File: src/rtl/alu_rr_scheduler.sv
// Round-robin front end for one shared combinational ALU: grants one requester,
// registers its operands into the ALU, captures the result and returns it with the ID.
module alu_rr_scheduler #(
  parameter int N_REQ = 4,
  parameter int ID_W  = 2
) (
  input  logic               clk,
  input  logic               rst_n,
  input  logic [N_REQ-1:0]   req_valid,
  output logic [N_REQ-1:0]   req_ready,
  input  logic [N_REQ*3-1:0] req_a,
  input  logic [N_REQ*3-1:0] req_b,
  input  logic [N_REQ*4-1:0] req_op,
  output logic [2:0]         alu_a,
  output logic [2:0]         alu_b,
  output logic [3:0]         alu_sel_op,
  input  logic [5:0]         alu_result,
  output logic               rsp_valid,
  input  logic               rsp_ready,
  output logic [ID_W-1:0]    rsp_id,
  output logic [5:0]         rsp_result,
  output logic               rsp_err,
  output logic               busy
);

  typedef enum logic [1:0] {IDLE, EXEC, RESP} state_t;

  state_t          state_reg, state_next;
  logic [ID_W-1:0] rr_ptr_reg, rr_ptr_next;
  logic [2:0]      alu_a_reg, alu_b_reg;
  logic [3:0]      alu_sel_op_reg;
  logic [ID_W-1:0] rsp_id_reg;
  logic [5:0]      rsp_result_reg;
  logic            rsp_err_reg;

  logic            grant_found;
  logic [ID_W-1:0] grant_idx;
  logic [ID_W-1:0] idx_sel;
  int              idx_full;
  int              ptr_full;
  logic            accept;

  logic [2:0] a_arr  [N_REQ];
  logic [2:0] b_arr  [N_REQ];
  logic [3:0] op_arr [N_REQ];

  assign accept = (state_reg == IDLE) && grant_found;

  genvar gi;
  generate
    for (gi = 0; gi < N_REQ; gi++) begin : g_req
      assign a_arr[gi]  = req_a[3*gi +: 3];
      assign b_arr[gi]  = req_b[3*gi +: 3];
      assign op_arr[gi] = req_op[4*gi +: 4];
      // Gated by rst_n so no ready leaks out while reset is held.
      assign req_ready[gi] = rst_n && accept && (grant_idx == ID_W'(gi));
    end
  endgenerate

  // First valid requester at or after rr_ptr, wrapping modulo N_REQ.
  always_comb begin
    grant_found = 1'b0;
    grant_idx   = '0;
    idx_full    = 0;
    idx_sel     = '0;
    ptr_full    = 0;
    rr_ptr_next = rr_ptr_reg;
    for (int k = 0; k < N_REQ; k++) begin
      idx_full = (int'(rr_ptr_reg) + k) % N_REQ;
      idx_sel  = idx_full[ID_W-1:0];
      if (!grant_found && req_valid[idx_sel]) begin
        grant_found = 1'b1;
        grant_idx   = idx_sel;
      end
    end
    if (grant_found) begin
      ptr_full    = (int'(grant_idx) + 1) % N_REQ;
      rr_ptr_next = ptr_full[ID_W-1:0];
    end
  end

  always_comb begin
    state_next = state_reg;
    case (state_reg)
      IDLE:    if (grant_found) state_next = EXEC;
      EXEC:    state_next = RESP;
      RESP:    if (rsp_ready) state_next = IDLE;
      default: state_next = IDLE;
    endcase
  end

  always_ff @(posedge clk or negedge rst_n) begin
    if (!rst_n) state_reg <= IDLE;
    else        state_reg <= state_next;
  end

  always_ff @(posedge clk or negedge rst_n) begin
    if (!rst_n) begin
      rr_ptr_reg     <= '0;
      alu_a_reg      <= '0;
      alu_b_reg      <= '0;
      alu_sel_op_reg <= '0;
      rsp_id_reg     <= '0;
      rsp_result_reg <= '0;
      rsp_err_reg    <= 1'b0;
    end else begin
      if (accept) begin
        alu_a_reg      <= a_arr[grant_idx];
        alu_b_reg      <= b_arr[grant_idx];
        alu_sel_op_reg <= op_arr[grant_idx];
        rsp_id_reg     <= grant_idx;
        rr_ptr_reg     <= rr_ptr_next;
      end
      if (state_reg == EXEC) begin
        rsp_result_reg <= alu_result;
        rsp_err_reg    <= (alu_sel_op_reg == 4'b0100) && (alu_b_reg == 3'd0);
      end
    end
  end

  assign alu_a      = alu_a_reg;
  assign alu_b      = alu_b_reg;
  assign alu_sel_op = alu_sel_op_reg;
  assign rsp_id     = rsp_id_reg;
  assign rsp_result = rsp_result_reg;
  assign rsp_err    = rsp_err_reg;
  assign rsp_valid  = (state_reg == RESP);
  assign busy       = (state_reg != IDLE);

endmodule
File: config.mk
export PLATFORM = sky130hd
export DESIGN_NAME = alu_rr_scheduler
export DESIGN_NICKNAME = d
export VERILOG_FILES = /design/src/rtl/alu_rr_scheduler.sv
export SDC_FILE = /design/constraint.sdc
export NUM_CORES = 1
export LEC_CHECK = 0
export ABC_CLOCK_PERIOD_IN_PS = 1800
export CAP_MARGIN = 15
export CORE_ASPECT_RATIO = 0.5
export CORE_MARGIN = 3
export CORE_UTILIZATION = 37
export CTS_CLUSTER_DIAMETER = 120
export DETAILED_ROUTE_END_ITERATION = 10
export GPL_TIMING_DRIVEN = 0
export PLACE_DENSITY_LB_ADDON = 0.05
export SYNTH_ARGS = -nofsm -noshare
export SYNTH_HDL_FRONTEND = slang
export SYNTH_SLANG_ARGS = --single-unit
File: constraint.sdc
create_clock -name clk -period 1.8 [get_ports clk]
set_input_delay 0.27 -clock clk [delete_from_list [all_inputs] [get_ports clk]]
set_output_delay 0.27 -clock clk [all_outputs]
set_load 0.01 [all_outputs]
==> metrics list, run 1 <==
* Final Net Count: 264
- Averaged over all synthesized cells, the footprint is roughly 11 um^2.
- Sw power: between 1 and 1.5 mW
* CP max FO: 5
* CP startpoint kind: flip-flop
* Family with the most delay on the worst path: flip-flops
* Top Ports: a little under 80
- Stage delay of the slowest cell on the critical path: ~0.40 ns
- Synth Net Count: ~170
- During placement, the flow inserted port buffers numbering 77.
* Top-count cell post-synth: dfrtp_1
- Async set or reset register ratio after synthesis: 100.0%
- From left edge to right edge, the die measures 88.86 um.
- Initial DRC Count: 33
- In this run, CTS created clock tree buffers numbering 3.
* Detailed Routing Iterations Pass 1: 5
* Post-DR wirelength/cell: 15.40 um
- Per report_power, the combinational group accounts for 63.5% of the total.
- Violated checks: setup timing
- TritonCTS built the clock tree.
- Walking the worst path, the cells encountered are nand2b_4 -> a21oi_2 -> a211o_1 -> buf_12 -> nor3_1 -> buf_2.
- Total via count in the routed design: ~1300
- Worst Setup Path Type: reg -> out
* Clock latency of the later-clocked register in the worst-skew pair: 0.27 ns
- Largest register FFs: 6
- Entering global routing, the biggest net connects 26 pins.
- The initial antenna violation count was 0.
- Number of endpoints failing setup at the final stage: 4
- The first global-routing pass estimated a little under 6000 um of wire.
- Of the total power, registers draw between 20 and 30%.
* Leakage Power: roughly 1.0 nW
- Counting buffers and inverters, the worst setup path is 6 cells deep.
- HP Class: in -> async
- Final hold viol count: 0
* Result of the run: finished with violations
* Final worst slack: -0.1056 ns
- STA puts the critical path data required time at roughly 1.5 ns.
- The die covers between 4000 and 5000 um^2.
- In this run the core area contains 14 standard-cell rows.
* Number of flops mapped to enable cells by yosys: 0
* R2R depth: 8
- Counting every sink on the clock net gives 23.
* Number of levels in the clock H-tree: 1
- Worst setup skew after layout: roughly 0.012 ns
- The longest clock path from root to sink contains 2 buffers.
- The number of antenna diodes in the final layout is 0.
- Max-slew headroom at the worst pin: a little under three fifths
- Counting distinct cell types in the post-synthesis netlist gives 29.
- Of the total power, the clock network draws 9.3%.
* Area overhead of the layout relative to synthesis: 83.55%
- The worst setup path is captured at an output pin.
- DRC violation count after routing: 0
- Share of the yosys chip area belonging to registers: between 40% and 50%
* Synthesized netlist cell count: around 120
* Cell Int Power: around 2.2 mW
- Worst-Margin Slew: between 0.6 and 0.7 ns
* Worst path bufs/invs: 2
- Unrepaired setup endpoints after global routing: true
- Max-cap violations in this run came to 0.
* Placer Congestion: ~0.74
* Crit path max-delay cell type: dfrtp_1
- IR drop worst, VDD: 0.0007940 V
* Total Routed Length: between 3000 and 4000 um
- Pre-CTS setup slack: -0.9177 ns
* Root buf cell: clkbuf_8
- After detailed routing, the number of vias per cell comes to approximately 5.1.
- Fraction of synthesized cell area taken by the top area cell type: between 40% and 50%
- Global routing used a little under a fifth of the available tracks.
- Based on the critical path, the design can be clocked at up to 524.8 MHz.
- After clock tree synthesis, the clock-pin slew on the worst setup and hold paths is about 0.090 ns.
- Core Region: ~3100 um^2
- The final-report max-slew violation count was 0.
- STA puts the critical path data arrival time at roughly 1.6 ns.
* Biggest area consumer among synthesized cells: dfrtp_1
* Die H: 47.43 um
* Final period demand of the worst path: 1.906 ns
* Placed wire-length estimate after detailed placement: 2808 um
- Power spread over the standard cell area amounts to about 1500 nW/um^2.
- The via count of the first global-routing pass was around 1200.
* Fin crit share: 105.9%
* Top cells by count, synth: dfrtp_1 (23), mux2i_1 (20), nand2_1 (16)
* Layout cells sized above 1: 23.81%
* Top_reg_cell synth: dfrtp_1
* Global route total overflow: 0
- Sw Share: 37.02%
* Starting Density: 40.50%
* Leading cell types by total area after synthesis: dfrtp_1 (45%), mux2i_1 (16%), o221ai_1 (6.9%)
- In this run the remaining antenna-violating nets after routing total 0.
- Adding up every negative setup slack in the final design gives -0.3172 ns.
* Flops & latches, synth: 23
* Yosys warning total: 0
* Syn Std Cell Area: 1270 um^2
## routing by layer
layer | vias up | GRT usage [%] | wire, um
met5 | - | 0 | 0
met4 | 0 | 4.518 | 17
met3 | 2 | 5.842 | 279
met2 | 49 | 33.92 | 1916
met1 | 598 | 22.65 | 1635
li1 | 617 | - | -
## worst register-to-register path, delay by kind of cell, from the launching register on
kind	cells	cell delay (ns)
AOI/OAI and AO/OA	3	0.55
buffers and inverters	3	0.43
DFF	1	0.40
muxes	1	0.19
and+or+nand+nor	1	0.15
## final timing paths
check                                       endpoint  slack (ns)                       from
setup / recovery                        req_ready[1]       -0.11  rr_ptr_reg[0]$_DFFE_PN0P_
hold / removal             rsp_result[0]$_DFFE_PN0N_        0.12                      rst_n
setup reg to reg           alu_sel_op[3]$_DFFE_PN0P_           0  rr_ptr_reg[0]$_DFFE_PN0P_
hold reg to reg                rsp_id[1]$_DFFE_PN0P_        0.48      rsp_id[1]$_DFFE_PN0P_
max in group asynchronous  rr_ptr_reg[1]$_DFFE_PN0P_        1.21                      rst_n
min in group clk               rsp_id[1]$_DFFE_PN0P_        0.48      rsp_id[1]$_DFFE_PN0P_
## final cells by class
type | instances | area, um^2
inverter | 5 | 23.77
fill | 236 | 804.5
timing repair buffer | 90 | 869.6
buffer | 5 | 58.81
clock buffer | 3 | 41.29
sequential | 23 | 576.8
multi-input combinational | 83 | 705.7
clock inverter | 1 | 5.005
tap | 40 | 50.05
## cell families after synthesis
kind of cell	share of synthesized area, %
flip-flops	45.32
XOR/XNOR	0.6898
AND/OR/NAND/NOR	11.92
buffers and inverters	6.796
multiplexers	21.08
AO/OA/AOI/OAI	14.19
## cells in the final DEF (no fill, tap or decap), types with 2 or more instances in the layout
cell / count
clkdlybuf4s50_1: 68
dfrtp_1: 22
mux2i_1: 17
nand2_1: 15
buf_4: 11
o221ai_1: 9
mux2_2: 6
nor2_1: 4
dlygate4sd2_1: 4
buf_2: 4
inv_1: 3
nand2_2: 3
clkbuf_8: 3
nand2b_4: 2
a21oi_1: 2
a21oi_2: 2
buf_12: 2
nor3_1: 2
nand2b_1: 2
mux2i_2: 2
o21ai_0: 2
## per-stage QoR
| step | utilization [%] | cells | power [mW] | instance area (um^2) | hold WS (ns) |
|---|---|---|---|---|---|
| final | 74.34 | 250 | 3.481 | 2331 | 0.1192 |
| after global routing | 74.34 | 250 | 3.724 | 2331 | 0.1727 |
| after CTS | 70.23 | 246 | 3.285 | 2202 | 0.1172 |
| after detailed placement | 66.68 | 235 | 2.792 | 2091 | 0.4658 |
| after global placement | 66.68 | 235 | 2.755 | 2091 | 0.4603 |
| after floorplan | - | 118 | 1.959 | 1270 | -0.02559 |
## what timing repair did
item,in CTS,in global routing
cloned,0,1
setup buffers,8,4
endpoints found under the setup margin,5,13
gates resized for setup,31,17
pin swaps,5,11
hold buffers,0,0
## power by group through the flow
stage          logic (mW)  clock network [mW]  registers, mW
4_1_cts              2.02               0.334          0.933
2_1_floorplan       0.933                   0           1.03
6_report             2.21               0.323          0.947
3_5_place_dp         1.85                   0          0.944
5_1_grt              2.38               0.356          0.984
3_3_place_gp         1.82                   0          0.939
Power figures use the tool's default switching activity.
==> run 2: changes to the inputs <==
- CTS_CLUSTER_DIAMETER: 120 -> 40
- SLEW_MARGIN: unset -> 20
==> results of run 2 <==
Same layout as run 1: the final DEF is identical, and so are final timing and power.
